--- config.mk ---
export PLATFORM = sky130hd
export DESIGN_NAME = mpu_clock_gen_flat
export DESIGN_NICKNAME = d
export VERILOG_FILES = /design/src/rtl/mpu_clock_gen_if.sv /design/src/rtl/mpu_clock_gen.sv /design/src/flat_wrapper.sv
export SDC_FILE = /design/constraint.sdc
export NUM_CORES = 1
export LEC_CHECK = 0
export CORE_MARGIN = 4
export CORE_UTILIZATION = 59
export CTS_CLUSTER_SIZE = 24
export DETAILED_ROUTE_END_ITERATION = 16
export GPL_ROUTABILITY_DRIVEN = 0
export MAX_ROUTING_LAYER = met4
export PLACE_DENSITY = 0.83
export REMOVE_ABC_BUFFERS = 1
export SYNTH_ARGS = -nofsm -noshare
export SYNTH_HDL_FRONTEND = slang
export SYNTH_SLANG_ARGS = --single-unit
export TNS_END_PERCENT = 30
--- constraint.sdc ---
create_clock -name clk -period 4.9 [get_ports clk]
set_input_delay 0.98 -clock clk [delete_from_list [all_inputs] [get_ports clk]]
set_output_delay 0.98 -clock clk [all_outputs]
set_load 0.03 [all_outputs]
--- src/rtl/mpu_clock_gen_if.sv ---
// Control and status bundle between the MPU clock generator and its users.
interface mpu_clock_gen_if #(
  parameter int unsigned DIV_W   = 16,
  parameter int unsigned BURST_W = 8,
  parameter int unsigned CNT_W   = 32
);

  // Mode requests and the programmable half-period.
  logic               run;
  logic               step;
  logic               burst_start;
  logic [BURST_W-1:0] burst_len;
  logic [DIV_W-1:0]   half_period;

  // Generated clock, phase strobes and status.
  logic               mpu_clk;
  logic               phi_rise;
  logic               phi_fall;
  logic               busy;
  logic [CNT_W-1:0]   cycle_count;

  // Controller side: issues requests, observes the clock.
  modport master (
    output run, step, burst_start, burst_len, half_period,
    input  mpu_clk, phi_rise, phi_fall, busy, cycle_count
  );

  // Generator side.
  modport slave (
    input  run, step, burst_start, burst_len, half_period,
    output mpu_clk, phi_rise, phi_fall, busy, cycle_count
  );

endinterface

--- src/rtl/mpu_clock_gen.sv ---
// 6502 phase-clock generator: free-run, single-step and counted-burst modes.
// Every started MPU cycle runs to completion and the clock always parks low.
module mpu_clock_gen #(
  parameter int unsigned DIV_W   = 16,
  parameter int unsigned BURST_W = 8,
  parameter int unsigned CNT_W   = 32
) (
  input  logic            clk,
  input  logic            rst_n,
  mpu_clock_gen_if.slave  bus
);

  typedef enum logic [1:0] {
    IDLE  = 2'd0,
    RUN   = 2'd1,
    STEP  = 2'd2,
    BURST = 2'd3
  } state_t;

  state_t             state;
  logic [DIV_W-1:0]   half_cnt;
  logic [BURST_W-1:0] remaining;
  logic               mpu_clk_q;
  logic               phi_rise_q;
  logic               phi_fall_q;
  logic               busy_q;
  logic [CNT_W-1:0]   cycle_cnt_q;

  logic [DIV_W-1:0]   hp_m1_c;
  logic               start_c;
  logic               load_rem_c;
  logic               dec_rem_c;
  logic               to_idle_c;
  state_t             start_mode_c;

  // Reload value for the half-phase counter; a zero half-period behaves as one.
  assign hp_m1_c = (bus.half_period == '0) ? '0 : bus.half_period - DIV_W'(1);

  // Decide whether this edge begins an MPU cycle or ends activity.
  always_comb begin
    start_c      = 1'b0;
    load_rem_c   = 1'b0;
    dec_rem_c    = 1'b0;
    to_idle_c    = 1'b0;
    start_mode_c = state;
    case (state)
      IDLE: begin
        if (bus.run) begin
          start_c      = 1'b1;
          start_mode_c = RUN;
        end else if (bus.burst_start && (bus.burst_len != '0)) begin
          start_c      = 1'b1;
          start_mode_c = BURST;
          load_rem_c   = 1'b1;
        end else if (bus.step) begin
          start_c      = 1'b1;
          start_mode_c = STEP;
        end
      end
      default: begin
        // End of the low phase closes the current MPU cycle.
        if (!mpu_clk_q && (half_cnt == '0)) begin
          if ((state == RUN) && bus.run) begin
            start_c = 1'b1;
          end else if ((state == BURST) && (remaining > BURST_W'(1))) begin
            start_c   = 1'b1;
            dec_rem_c = 1'b1;
          end else begin
            to_idle_c = 1'b1;
          end
        end
      end
    endcase
  end

  // Mode state, half-phase timing and all registered outputs.
  always_ff @(posedge clk or negedge rst_n) begin
    if (!rst_n) begin
      state       <= IDLE;
      half_cnt    <= '0;
      remaining   <= '0;
      mpu_clk_q   <= 1'b0;
      phi_rise_q  <= 1'b0;
      phi_fall_q  <= 1'b0;
      busy_q      <= 1'b0;
      cycle_cnt_q <= '0;
    end else begin
      phi_rise_q <= 1'b0;
      phi_fall_q <= 1'b0;
      if (start_c) begin
        state       <= start_mode_c;
        mpu_clk_q   <= 1'b1;
        phi_rise_q  <= 1'b1;
        busy_q      <= 1'b1;
        half_cnt    <= hp_m1_c;
        cycle_cnt_q <= cycle_cnt_q + CNT_W'(1);
        if (load_rem_c) begin
          remaining <= bus.burst_len;
        end else if (dec_rem_c) begin
          remaining <= remaining - BURST_W'(1);
        end
      end else if (to_idle_c) begin
        state     <= IDLE;
        mpu_clk_q <= 1'b0;
        busy_q    <= 1'b0;
        half_cnt  <= '0;
      end else if (state != IDLE) begin
        if (half_cnt != '0) begin
          half_cnt <= half_cnt - DIV_W'(1);
        end else if (mpu_clk_q) begin
          // End of the high phase: fall and time the low phase.
          mpu_clk_q  <= 1'b0;
          phi_fall_q <= 1'b1;
          half_cnt   <= hp_m1_c;
        end
      end
    end
  end

  assign bus.mpu_clk     = mpu_clk_q;
  assign bus.phi_rise    = phi_rise_q;
  assign bus.phi_fall    = phi_fall_q;
  assign bus.busy        = busy_q;
  assign bus.cycle_count = cycle_cnt_q;

endmodule

--- src/flat_wrapper.sv ---
// flat-port wrapper written by rule: the top's interface ports become plain ports
module mpu_clock_gen_flat 
#(
  parameter int unsigned DIV_W   = 16,
  parameter int unsigned BURST_W = 8,
  parameter int unsigned CNT_W   = 32
)
  (clk, rst_n, bus_run, bus_step, bus_burst_start, bus_burst_len, bus_half_period, bus_mpu_clk, bus_phi_rise, bus_phi_fall, bus_busy, bus_cycle_count);
  mpu_clock_gen_if #(.DIV_W(DIV_W), .BURST_W(BURST_W), .CNT_W(CNT_W)) bus_i ();
  input  logic clk;
  input  logic rst_n;
  input wire logic [$bits(bus_i.run)-1:0] bus_run;
  input wire logic [$bits(bus_i.step)-1:0] bus_step;
  input wire logic [$bits(bus_i.burst_start)-1:0] bus_burst_start;
  input wire logic [$bits(bus_i.burst_len)-1:0] bus_burst_len;
  input wire logic [$bits(bus_i.half_period)-1:0] bus_half_period;
  output wire logic [$bits(bus_i.mpu_clk)-1:0] bus_mpu_clk;
  output wire logic [$bits(bus_i.phi_rise)-1:0] bus_phi_rise;
  output wire logic [$bits(bus_i.phi_fall)-1:0] bus_phi_fall;
  output wire logic [$bits(bus_i.busy)-1:0] bus_busy;
  output wire logic [$bits(bus_i.cycle_count)-1:0] bus_cycle_count;
  assign bus_i.run = bus_run;
  assign bus_i.step = bus_step;
  assign bus_i.burst_start = bus_burst_start;
  assign bus_i.burst_len = bus_burst_len;
  assign bus_i.half_period = bus_half_period;
  assign bus_mpu_clk = bus_i.mpu_clk;
  assign bus_phi_rise = bus_i.phi_rise;
  assign bus_phi_fall = bus_i.phi_fall;
  assign bus_busy = bus_i.busy;
  assign bus_cycle_count = bus_i.cycle_count;
  mpu_clock_gen #(.DIV_W(DIV_W), .BURST_W(BURST_W), .CNT_W(CNT_W)) u_core (.clk(clk), .rst_n(rst_n), .bus(bus_i));
endmodule
# After elaboration in Yosys (flattened, before gate mapping)

Index checks and enable logic that the tools add are counted.

Register bits: 62
Input port bits: 29
Logic and storage cells: 80

Add/subtract/negate cells: 4
Magnitude comparators: 1
Equal/unequal tests: 5
Multiplexer cells: 43
Reductions and logical operators: 19

Operators by type and width:

| cell                                                  | number |
|---|---|
| 2-to-1 mux 16 bit                                     | 6 |
| adder 32 x 1 -> 32 bit, second input constant         | 1 |
| zero test 16 bit                                      | 2 |
| subtractor 16 x 1 -> 16 bit, second input constant    | 2 |
| 2-to-1 mux 1 bit                                      | 29 |
| 2-to-1 mux 8 bit                                      | 2 |
| nonzero test 16 bit                                   | 1 |
| 2-to-1 mux 2 bit                                      | 6 |
| > comparator 8 x 1 -> 1 bit, second input constant    | 1 |
| nonzero test 8 bit                                    | 1 |
| subtractor 8 x 1 -> 8 bit, second input constant      | 1 |
| AND reduction 2 bit                                   | 3 |
| nonzero test 2 bit                                    | 3 |
| logical AND 1 bit                                     | 4 |
| inequality test 4 bit, second input constant          | 1 |
| nonzero test 4 bit                                    | 1 |
| inequality test 3 x 1 -> 1 bit, second input constant | 1 |
| AND reduction 3 bit                                   | 1 |
| nonzero test 3 bit                                    | 1 |
| == test 2 x 1 -> 1 bit, second input constant         | 1 |
| == test 2 bit, second input constant                  | 1 |
| zero test 2 bit                                       | 1 |
| inequality test 2 bit, second input constant          | 1 |
| zero test 1 bit                                       | 1 |

# Longest topological paths before layout

Depth after elaboration: 8
Mapped depth: 9
Depth with buffers taken out: 7

# Least setup slack after synthesis

OpenSTA, ideal clock, no wires.

Path type: in2reg
Start point: input port bus_burst_len[5]
End point: register u_core.cycle_cnt_q[14], in the netlist u_core.bus.cycle_count[14]
Library setup time: 136 ps
Data arrival time: 2680 ps
Required time: 4764 ps
Slack: 2084 ps
Stages on the path: 6
Path through: or4_1 o21a_1 o211ai_1 clkbuf_1 a211oi_1 xor2_1

Cells in the longest elaborated chain, start to end: 5

Ends and longest elaborated chain:

| item                 | RTL line            | RTL |
|---|---|---|
| from (decl)          | flat_wrapper.sv:15  | `input wire logic [$bits(bus_i.burst_len)-1:0] bus_burst_len;` |
| nonzero test 8 bit   | mpu_clock_gen.sv:51 | `end else if (bus.burst_start && (bus.burst_len != '0)) begin` |
| logical AND 1 bit    | mpu_clock_gen.sv:51 |  |
| 2-to-1 mux 1 bit     | mpu_clock_gen.sv:51 |  |
| 2-to-1 mux 1 bit     | mpu_clock_gen.sv:48 | `if (bus.run) begin` |
| 2-to-1 mux 1 bit     | mpu_clock_gen.sv:46 | `case (state)` |
| to (signal assigned) | mpu_clock_gen.sv:96 | `cycle_cnt_q <= cycle_cnt_q + CNT_W'(1);` |
| to (decl)            | mpu_clock_gen.sv:27 | `logic [CNT_W-1:0] cycle_cnt_q;` |

No other way between the ends.
A chain may end at the register's enable or synchronous reset.

# Worst setup path after layout

Start point: input port bus_run
End point: register u_core.cycle_cnt_q[16], in the netlist u_core.bus.cycle_count[16]

Cells in the longest elaborated chain, start to end: 4
Elaborated cells on any way between the ends: 5

Ends and longest elaborated chain:

| item                 | RTL line            | RTL |
|---|---|---|
| from (decl)          | flat_wrapper.sv:12  | `input wire logic [$bits(bus_i.run)-1:0] bus_run;` |
| logical AND 1 bit    | mpu_clock_gen.sv:63 | `if ((state == RUN) && bus.run) begin` |
| 2-to-1 mux 1 bit     | mpu_clock_gen.sv:63 |  |
| 2-to-1 mux 1 bit     | mpu_clock_gen.sv:62 | `if (!mpu_clk_q && (half_cnt == '0)) begin` |
| 2-to-1 mux 1 bit (*) | mpu_clock_gen.sv:46 |  |

Every way passes the cells marked *; elsewhere a longest branch is shown, timed or not.

==> impl_metrics.json <==
{
  "synth_edf_count": 0,
  "grt_pass1_wl_um": 19700,
  "finalPower_mw": 1.62,
  "overflow": 0,
  "multiInputGateArea_um2": 2510,
  "post_cts_resized": 0,
  "die_h_um": 93.0,
  "initial_utilization": 0.617,
  "pin_count": 65,
  "final_max_slew_viol_count": 0,
  "fin_crit_sh": 0.655,
  "finalCriticalPeriod_ns": 3.21,
  "yosysMostFrequentCell": "dfrtp_1",
  "synth_top_family_by_area": "compound AO/OA/AOI/OAI gates",
  "synthTopCellsByArea": "dfrtp_1 (36%), xor2_1 (6.6%), a21oi_1 (3.5%)",
  "worstPathRequired_ns": 5.17,
  "area_growth_pct": 19.7,
  "synth-xor-area-share": 0.0904,
  "worstSkewPairLatency_ns": 0.35,
  "finalHoldViolCount": 0,
  "cts_setup_buffers": 0,
  "fp.dieW_um": 93.0,
  "root_buffer": "clkbuf_8",
  "dp_hpwl_um": 8390,
  "cts_buffer_depth": 2,
  "synthCells": 472,
  "relSlewSlack": 0.357,
  "nFillCells": 552,
  "synth_cell_types": 72,
  "avgSynthCellArea_um2": 9.03,
  "cts_tree": "built",
  "synth_area_um2": 4260,
  "endpoint_kind": "flop",
  "yosys_warnings": 0,
  "ys.flop_type": "dfrtp_1",
  "dr_total_vias": 4187,
  "portBuffers": 64,
  "synth-simple-area-share": 0.225,
  "setup_ws_ns": 1.69,
  "pwr_density_cell_nw_per_um2": 318,
  "async_flop_share": 1.00,
  "via_per_inst": 6.70,
  "ant_nets": 0,
  "finalSetupViolations": 0,
  "yosys.area.top_type": "dfrtp_1",
  "wl_per_cell_um": 18.5,
  "achievable-frequency_mhz": 312,
  "fin_worst_skew_ns": 0.0119,
  "grt_use_total": 0.289,
  "regArea_um2": 1550,
  "clock-sinks": 62,
  "antennaDiodeCount": 0,
  "hold_path_class": "reg2reg",
  "hold_ws_ns": 0.477,
  "synth.top_cell.area_share": 0.364,
  "final_nets": 560,
  "worst-path-max-fanout": 14,
  "ys_ff_latch": 62,
  "coreArea_um2": 6910,
  "cts_max_level": 3,
  "synthMuxAreaShare": 0.0179,
  "drt_iter0_drc": 376,
  "rows": 30,
  "pre_cts_slack_ns": 1.37,
  "post-route-drc-count": 0,
  "placed_cell_area_um2": 4930,
  "cts_hold_buf": 0,
  "crit_type": "in2reg",
  "startpoint_type": "input port",
  "grt_max_degree": 63,
  "drv_cap": 0,
  "antenna_found_initial": 0,
  "ys_seq_area_frac": 0.364,
  "layout-drive-gt1-share": 0.0870,
  "clk_pin_slew_worst_paths_ns": 0.07,
  "netlist_top_cells_count": "dfrtp_1 (62), nor2_1 (34), xor2_1 (32)",
  "outcome": "completed",
  "grt_pass1_vias": 3991,
  "critPathArrivalTime_ns": 3.48,
  "setup_tns_ns": 0,
  "synth_compound_area_frac": 0.237,
  "synth_fa_ha_area_frac": 0.0206,
  "rsz0062_at_grt": "false",
  "worst_slew_pin_slew_ns": 0.956,
  "final_area_um2": 5100,
  "dr.pass1.iters": 6,
  "power.leakage_nw": 1.99,
  "ir_worst_vdd_v": 0.000212,
  "die_area_um2": 8650,
  "routed_wl_um": 11600,
  "numCtsBuffers": 9
}
## metrics by stage
step / std cells / utilization
after floorplan: 441 / -
after global placement: 609 / 0.714
after detailed placement: 609 / 0.714
after CTS: 625 / 0.739
after global routing: 625 / 0.739
final: 625 / 0.739
## area by class of cell
class	count	area share
Tap cell	96	0.0235
Timing Repair Buffer	72	0.136
Clock inverter	5	0.00687
Sequential cell	62	0.304
Clock buffer	11	0.0258
Inverter	14	0.0103
Multi-Input combinational cell	365	0.493
## per-layer routing
layer	vias to the layer above	GRT usage	routed length, um
li1	1909	-	-
met1	2016	0.384	4780
met2	227	0.448	5570
met3	35	0.0434	939
met4	0	0.116	291
met5	-	-	0
## kinds of logic (layout without fill, tap and decap cells)
group,Yosys count,in the layout
AND/OR/NAND/NOR,168,168
AO/OA/AOI/OAI,139,139
adder cells (fa/ha/maj),7,7
XOR/XNOR,44,44
flip-flops,62,62
multiplexers,7,7
buffers and inverters,45,102
## state kept, by name (all words and copies together), names as in the netlist
signal / count
u_core.state: 2
u_core.bus.mpu_clk: 1
u_core.remaining: 8
u_core.half_cnt: 16
u_core.bus.phi_rise: 1
u_core.bus.phi_fall: 1
u_core.bus.cycle_count: 32
u_core.bus.busy: 1
## placed cells by master (no fill, tap or decap), drive strengths merged, types with 3 or more instances in the layout
cell,synthesis,routed
xor2,32,32
a22oi,6,6
o22ai,3,3
nand2,28,28
dfrtp,62,62
and4,6,6
or4,12,12
nor3,13,13
a31oi,6,6
o21ai,23,23
nor4,10,10
mux2,5,5
xnor2,12,12
or3,11,11
clkdlybuf4s50,0,63
or2,4,4
a21oi,30,30
ha,7,7
buf,12,9
o211ai,4,4
a221oi,4,4
nor4b,5,5
nand3,23,23
clkbuf,19,11
nor2,34,34
nand4,10,10
a211oi,19,19
inv,14,15
a2111oi,6,6
clkinv,0,3
and3,4,4
o31ai,12,12
## final timing paths
check	cells after the start	startpoint	to	slack [ns]
max in group asynchronous	2	rst_n	u_core.half_cnt[2]$_DFFE_PN0P_	3.58
min reg2reg	1	u_core.bus.cycle_count[31]$_DFFE_PN0P_	u_core.bus.cycle_count[31]$_DFFE_PN0P_	0.48
max reg2reg	5	u_core.half_cnt[4]$_DFFE_PN0P_	u_core.bus.cycle_count[16]$_DFFE_PN0P_	1.70
min	1	u_core.bus.cycle_count[31]$_DFFE_PN0P_	u_core.bus.cycle_count[31]$_DFFE_PN0P_	0.48
max	6	bus_run	u_core.bus.cycle_count[16]$_DFFE_PN0P_	1.69
min in group asynchronous	2	rst_n	u_core.half_cnt[11]$_DFFE_PN0P_	0.79
## power breakdown
part,switching (mW),internal [mW],total [mW]
Clock,0.218,0.185,0.403
Combinational,0.275,0.222,0.497
Sequential,0.128,0.594,0.722
## critical path, cell delays in order
cell and delay [ns]:
clkdlybuf4s50_1 0.55, o21ai_0 0.13, a41oi_1 0.37, nand4_1 0.63, a2111oi_1 0.63, xor2_1 0.19
Power figures use the tool's default switching activity.
